==> src/rtl/router_rd_if.sv <==
// Read-side bundle between a router output FIFO/synchroniser and its destination read agent.
// The master modport is the read agent; the slave modport is the FIFO side.
interface router_rd_if #(
    parameter int DATA_W = 8,
    parameter int DLY_W  = 5
);
    logic              vld_out;
    logic [DATA_W-1:0] data_out;
    logic              soft_reset;
    logic [DLY_W-1:0]  start_dly;
    logic              read_enb;
    logic              rx_valid;
    logic [DATA_W-1:0] rx_data;
    logic [1:0]        pkt_addr;
    logic [DATA_W-3:0] pkt_len;
    logic              pkt_done;
    logic              pkt_err;
    logic              pkt_abort;
    logic              busy;

    modport master (
        input  vld_out, data_out, soft_reset, start_dly,
        output read_enb, rx_valid, rx_data, pkt_addr, pkt_len,
               pkt_done, pkt_err, pkt_abort, busy
    );

    modport slave (
        output vld_out, data_out, soft_reset, start_dly,
        input  read_enb, rx_valid, rx_data, pkt_addr, pkt_len,
               pkt_done, pkt_err, pkt_abort, busy
    );
endinterface

==> src/rtl/router_rd_client.sv <==
// Destination read agent for one router output port: delays after vld_out, drains one packet,
// checks parity. Define ROUTER_RD_PARITY_CHK_EN to enable the parity comparison (pkt_err).
module router_rd_client #(
    parameter int DATA_W = 8,
    parameter int DLY_W  = 5
) (
    input  logic         clk,
    input  logic         resetn,
    router_rd_if.master  bus
);
    localparam int CNT_W = DATA_W - 1;

    localparam logic [1:0] S_IDLE = 2'd0;
    localparam logic [1:0] S_WAIT = 2'd1;
    localparam logic [1:0] S_READ = 2'd2;

    logic [1:0]        state_q, state_d;
    logic [DLY_W-1:0]  dly_cnt_q, dly_cnt_d;
    logic [CNT_W-1:0]  rd_cnt_q, rd_cnt_d;
    logic [CNT_W-1:0]  rx_cnt_q, rx_cnt_d;
    logic              hdr_known_q, hdr_known_d;
    logic              rx_valid_q, rx_valid_d;
    logic [1:0]        pkt_addr_q, pkt_addr_d;
    logic [DATA_W-3:0] pkt_len_q, pkt_len_d;
    logic              pkt_abort_q, pkt_abort_d;

    logic [CNT_W-1:0]  total;
    logic [CNT_W-1:0]  rd_limit;
    logic              abort;
    logic              read_enb;
    logic              last_byte;
    logic              pkt_done;

    // Until the header returns only two reads are safe: the shortest packet is header + parity.
    assign total    = CNT_W'(pkt_len_q) + CNT_W'(2);
    assign rd_limit = hdr_known_q ? total : CNT_W'(2);
    assign abort    = bus.soft_reset && (state_q != S_IDLE);
    assign read_enb = (state_q == S_READ) && bus.vld_out && !bus.soft_reset &&
                      (rd_cnt_q < rd_limit);
    assign last_byte = (state_q == S_READ) && rx_valid_q && hdr_known_q &&
                       (rx_cnt_q == total - CNT_W'(1));
    assign pkt_done  = last_byte && !abort;

`ifdef ROUTER_RD_PARITY_CHK_EN
    logic [DATA_W-1:0] acc_q, acc_d;

    always_comb begin
        acc_d = acc_q;
        if (abort || last_byte) begin
            acc_d = '0;
        end else if (rx_valid_q && (state_q == S_READ)) begin
            acc_d = acc_q ^ bus.data_out;
        end
    end

    always_ff @(posedge clk or negedge resetn) begin
        if (!resetn) acc_q <= '0;
        else         acc_q <= acc_d;
    end

    assign bus.pkt_err = pkt_done && (acc_q != bus.data_out);
`else
    assign bus.pkt_err = 1'b0;
`endif

    always_comb begin
        state_d     = state_q;
        dly_cnt_d   = dly_cnt_q;
        rd_cnt_d    = rd_cnt_q;
        rx_cnt_d    = rx_cnt_q;
        hdr_known_d = hdr_known_q;
        pkt_addr_d  = pkt_addr_q;
        pkt_len_d   = pkt_len_q;
        rx_valid_d  = read_enb;
        pkt_abort_d = abort;

        case (state_q)
            S_IDLE: begin
                if (bus.vld_out) begin
                    state_d   = S_WAIT;
                    dly_cnt_d = bus.start_dly;
                end
            end
            S_WAIT: begin
                if (dly_cnt_q == '0) state_d = S_READ;
                else                 dly_cnt_d = dly_cnt_q - DLY_W'(1);
            end
            S_READ: begin
                if (read_enb) rd_cnt_d = rd_cnt_q + CNT_W'(1);
                if (rx_valid_q) begin
                    rx_cnt_d = rx_cnt_q + CNT_W'(1);
                    if (!hdr_known_q) begin
                        hdr_known_d = 1'b1;
                        pkt_addr_d  = bus.data_out[1:0];
                        pkt_len_d   = bus.data_out[DATA_W-1:2];
                    end
                end
                if (last_byte) begin
                    state_d     = S_IDLE;
                    rd_cnt_d    = '0;
                    rx_cnt_d    = '0;
                    hdr_known_d = 1'b0;
                end
            end
            default: state_d = S_IDLE;
        endcase

        // A soft reset discards whatever is in flight, including a parity byte arriving now.
        if (abort) begin
            state_d     = S_IDLE;
            dly_cnt_d   = '0;
            rd_cnt_d    = '0;
            rx_cnt_d    = '0;
            hdr_known_d = 1'b0;
            pkt_addr_d  = pkt_addr_q;
            pkt_len_d   = pkt_len_q;
        end
    end

    always_ff @(posedge clk or negedge resetn) begin
        if (!resetn) begin
            state_q     <= S_IDLE;
            dly_cnt_q   <= '0;
            rd_cnt_q    <= '0;
            rx_cnt_q    <= '0;
            hdr_known_q <= 1'b0;
            rx_valid_q  <= 1'b0;
            pkt_addr_q  <= '0;
            pkt_len_q   <= '0;
            pkt_abort_q <= 1'b0;
        end else begin
            state_q     <= state_d;
            dly_cnt_q   <= dly_cnt_d;
            rd_cnt_q    <= rd_cnt_d;
            rx_cnt_q    <= rx_cnt_d;
            hdr_known_q <= hdr_known_d;
            rx_valid_q  <= rx_valid_d;
            pkt_addr_q  <= pkt_addr_d;
            pkt_len_q   <= pkt_len_d;
            pkt_abort_q <= pkt_abort_d;
        end
    end

    assign bus.read_enb  = read_enb;
    assign bus.rx_valid  = rx_valid_q;
    assign bus.rx_data   = rx_valid_q ? bus.data_out : '0;
    assign bus.pkt_addr  = pkt_addr_q;
    assign bus.pkt_len   = pkt_len_q;
    assign bus.pkt_done  = pkt_done;
    assign bus.pkt_abort = pkt_abort_q;
    assign bus.busy      = (state_q != S_IDLE);
endmodule

==> src/flat_wrapper.sv <==
// flat-port wrapper written by rule: the top's interface ports become plain ports
module router_rd_client_flat 
#(
    parameter int DATA_W = 8,
    parameter int DLY_W  = 5
)
  (clk, resetn, bus_vld_out, bus_data_out, bus_soft_reset, bus_start_dly, bus_read_enb, bus_rx_valid, bus_rx_data, bus_pkt_addr, bus_pkt_len, bus_pkt_done, bus_pkt_err, bus_pkt_abort, bus_busy);
  router_rd_if #(.DATA_W(DATA_W), .DLY_W(DLY_W)) bus_i ();
  input  logic clk;
  input  logic resetn;
  input wire logic [$bits(bus_i.vld_out)-1:0] bus_vld_out;
  input wire logic [$bits(bus_i.data_out)-1:0] bus_data_out;
  input wire logic [$bits(bus_i.soft_reset)-1:0] bus_soft_reset;
  input wire logic [$bits(bus_i.start_dly)-1:0] bus_start_dly;
  output wire logic [$bits(bus_i.read_enb)-1:0] bus_read_enb;
  output wire logic [$bits(bus_i.rx_valid)-1:0] bus_rx_valid;
  output wire logic [$bits(bus_i.rx_data)-1:0] bus_rx_data;
  output wire logic [$bits(bus_i.pkt_addr)-1:0] bus_pkt_addr;
  output wire logic [$bits(bus_i.pkt_len)-1:0] bus_pkt_len;
  output wire logic [$bits(bus_i.pkt_done)-1:0] bus_pkt_done;
  output wire logic [$bits(bus_i.pkt_err)-1:0] bus_pkt_err;
  output wire logic [$bits(bus_i.pkt_abort)-1:0] bus_pkt_abort;
  output wire logic [$bits(bus_i.busy)-1:0] bus_busy;
  assign bus_i.vld_out = bus_vld_out;
  assign bus_i.data_out = bus_data_out;
  assign bus_i.soft_reset = bus_soft_reset;
  assign bus_i.start_dly = bus_start_dly;
  assign bus_read_enb = bus_i.read_enb;
  assign bus_rx_valid = bus_i.rx_valid;
  assign bus_rx_data = bus_i.rx_data;
  assign bus_pkt_addr = bus_i.pkt_addr;
  assign bus_pkt_len = bus_i.pkt_len;
  assign bus_pkt_done = bus_i.pkt_done;
  assign bus_pkt_err = bus_i.pkt_err;
  assign bus_pkt_abort = bus_i.pkt_abort;
  assign bus_busy = bus_i.busy;
  router_rd_client #(.DATA_W(DATA_W), .DLY_W(DLY_W)) u_core (.clk(clk), .resetn(resetn), .bus(bus_i));
endmodule
==> config.mk <==
export PLATFORM = sky130hd
export DESIGN_NAME = router_rd_client_flat
export DESIGN_NICKNAME = d
export VERILOG_FILES = /design/src/rtl/router_rd_if.sv /design/src/rtl/router_rd_client.sv /design/src/flat_wrapper.sv
export SDC_FILE = /design/constraint.sdc
export NUM_CORES = 1
export LEC_CHECK = 0
export CAP_MARGIN = 10
export CELL_PAD_IN_SITES_DETAIL_PLACEMENT = 2
export CELL_PAD_IN_SITES_GLOBAL_PLACEMENT = 2
export CORE_MARGIN = 8
export CORE_UTILIZATION = 29
export DETAILED_ROUTE_END_ITERATION = 10
export GPL_TIMING_DRIVEN = 0
export PLACE_DENSITY = 0.71
export SETUP_SLACK_MARGIN = 0.5
export SLEW_MARGIN = 20
export SYNTH_ARGS = -nofsm -noshare
export SYNTH_HDL_FRONTEND = slang
export SYNTH_SLANG_ARGS = --single-unit
==> constraint.sdc <==
create_clock -name clk -period 2.8 [get_ports clk]
set_clock_uncertainty 0.05 [all_clocks]
set_input_delay 0.42 -clock clk [delete_from_list [all_inputs] [get_ports clk]]
set_output_delay 0.42 -clock clk [all_outputs]
set_load 0.01 [all_outputs]
==> flow_summary.json <==
{
  "status": "finished with violations",
  "violations": "setup timing",
  "syn_area_per_cell_um2": 9.51,
  "insertion_delay_ps": 290,
  "portBuffers": 37,
  "ys_async_sr_fraction_pct": 100,
  "syn_area_mm2": 0.00214,
  "p_per_area_mw_per_mm2": 495,
  "io_pins": 39,
  "synth_seq_cells": 32,
  "met1_length_mm": 3.49,
  "groute.usage.overall_pct": 14.7,
  "yosysTopAreaCellShare_pct": 37.4,
  "initial_utilization_pct": 29.7,
  "antennaDiodeCount": 0,
  "yosys.area.top_type": "dfrtp_1",
  "htree_levels": 2,
  "ys_warn_count": 0,
  "grt_pass1_wl_mm": 11.8,
  "slew_headroom_pct": 66.0,
  "die-width_um": 102,
  "power.static_leakage_nw": 1.35,
  "worst_pin_slew_ps": 510,
  "via_count": 1979,
  "crit_start": "u_core.bus.pkt_len[1]",
  "grt_pass1_vias": 2206,
  "drc": 0,
  "drive_above_1_share_pct": 32.3,
  "ir_drop_mv": 0.300,
  "hold_viol_final": 0,
  "dr.max_layer_used": "met4",
  "netlist_instances": 225,
  "crit_type": "flop to output port",
  "area_delta_synth_final_pct": 54.1,
  "cap_violations": 0,
  "crit_fanout": 7,
  "dp_cells": 362,
  "cts_buffers": 5,
  "worst_ep_required_time_ps": 2330,
  "r2r-start": "u_core.bus.pkt_len[1]",
  "clock-sinks": 32,
  "critPathArrivalTime_ps": 2480,
  "worstSetupStartpointType": "flop",
  "grt_max_degree": 18,
  "yosys-top-cells-area": "dfrtp_1, ha_1, xor2_1",
  "post-place-ws_ps": -370,
  "fp.coreArea_mm2": 0.00721,
  "grt_overflow": 0,
  "dp_hpwl_mm": 4.90,
  "nets": 326,
  "wl_met2_mm": 4.58,
  "routed_via_density": 5.00,
  "layout_min_cycle_time_ps": 2950,
  "finalPower_mw": 1.63,
  "rsz0062_at_grt": "yes",
  "wire_per_inst_um": 21.2,
  "routed-wl-met3_um": 203,
  "cts_hold_buf": 0,
  "antenna_found_initial": 0,
  "clockBufferDepth": 2,
  "die-area_mm2": 0.0104,
  "placementRows": 31,
  "root_buffer": "clkbuf_8",
  "final_cells": 396,
  "timing.final.max_slew_violations": 0,
  "dr.pass1.iters": 4,
  "drt-total-wl_mm": 8.38,
  "ys_seq_area_share_pct": 37.4,
  "synthFlopType": "dfrtp_1",
  "die_h_um": 102,
  "gp_congestion": 0.725,
  "finalCritPeriodShare_pct": 105,
  "layout_common_cells": "clkdlybuf4s50_1, dfrtp_1, buf_4",
  "setup_viol": 8,
  "synth_edf_count": 0,
  "first_iter_violations": 44,
  "max_freq_mhz": 340,
  "synth_nets": 255,
  "antenna_left": 0,
  "ys_types": 49,
  "end_kind": "output port",
  "clk_pin_slew_ps": 70,
  "final_common_cell": "clkdlybuf4s50_1",
  "min_path_type": "input port to async pin",
  "worst_slack_ps": -145,
  "cts_tree": "done",
  "tns_ps": -598
}
-- kinds of logic (layout without fill, tap and decap cells) --
group	Yosys count	after routing	synth area share [%]
adder cells (fa/ha/maj)	13	13	7.60
multiplexers	8	8	4.09
XOR/XNOR	20	20	9.18
buffers and inverters	16	88	3.86
flip-flops	32	32	37.4
AO/OA/AOI/OAI	40	40	13.1
AND/OR/NAND/NOR	95	95	24.5
other	1	1	0.175
-- final cells by class --
| cell class | count | area [µm²] |
|---|---|---|
| fill | 767 | 3920 |
| multi-input combinational | 177 | 1550 |
| sequential | 32 | 805 |
| timing repair buffer | 64 | 622 |
| tap | 99 | 124 |
| clock buffer | 6 | 72.6 |
| buffer | 7 | 60.1 |
| clock inverter | 2 | 35.0 |
| inverter | 9 | 33.8 |
-- metrics by stage --
step	utilization [%]	cell area, µm²	hold WS [ps]
2_1_floorplan	-	2220	74.4
3_3_place_gp	37.7	2720	441
3_5_place_dp	38.0	2740	354
4_1_cts	42.6	3070	34.2
5_1_grt	45.7	3300	52.0
6_report	45.7	3300	34.6
-- sequential cells by signal (all words and copies together) (netlist names) --
| name | count |
|---|---|
| u_core.hdr_known_q | 1 |
| u_core.dly_cnt_q | 5 |
| u_core.rd_cnt_q | 7 |
| u_core.bus.pkt_abort | 1 |
| u_core.bus.pkt_addr | 2 |
| u_core.rx_cnt_q | 7 |
| u_core.bus.rx_valid | 1 |
| u_core.state_q | 2 |
| u_core.bus.pkt_len | 6 |
-- Yosys cell counts (3+ instances only) --
| master | instances |
|---|---|
| xor2_1 | 10 |
| and2_1 | 9 |
| buf_2 | 3 |
| nand2_1 | 17 |
| nand2b_1 | 4 |
| nand3_1 | 10 |
| o21ai_0 | 15 |
| nor2b_1 | 5 |
| a21oi_1 | 8 |
| nor3_1 | 4 |
| xnor2_1 | 8 |
| and4_1 | 3 |
| or3_1 | 4 |
| inv_1 | 9 |
| ha_1 | 13 |
| nor2_1 | 20 |
| nand4b_1 | 3 |
| mux2_2 | 6 |
| dfrtp_1 | 32 |
| nand4_1 | 5 |
-- routing by layer --
metal,global-route usage (%),vias up
li1,-,933
met1,17.9,1009
met2,25.9,29
met3,2.25,8
met4,4.74,0
met5,0,-
-- critical path, cell delays in order, from the launching register on --
cell      delay (ps)
dfrtp_2          490
buf_4            170
nand3_2           90
xor2_2           210
nand2b_4         170
ha_4             200
a211oi_2         320
o21ai_2          140
a41oi_4          200
buf_2            170
-- timing repair --
action | CTS | global route
cloned | 1 | 0
setup buffers | 19 | 6
pin swaps | 7 | 17
setup endpoints to repair | 18 | 18
gates resized for setup | 25 | 38
-- where the power goes --
group          switching (mW)  internal (mW)
registers              0.0624          0.520
clock network           0.188          0.264
logic                   0.331          0.269
total                   0.582           1.05
-- final timing paths --
path / endpoint / slack, ps / depth (start not counted)
worst max-delay path: bus_read_enb / -150 / 9
worst min-delay path: u_core.rx_cnt_q[4] / 30 / 1
worst max register to register: u_core.rd_cnt_q[6] / -130 / 12
worst min register to register: u_core.bus.pkt_addr[0] / 460 / 1
max in group asynchronous: u_core.bus.pkt_len[0] / 2200 / 2
min in group clk: u_core.bus.pkt_addr[0] / 460 / 1
(Power assumes the default switching activity.)
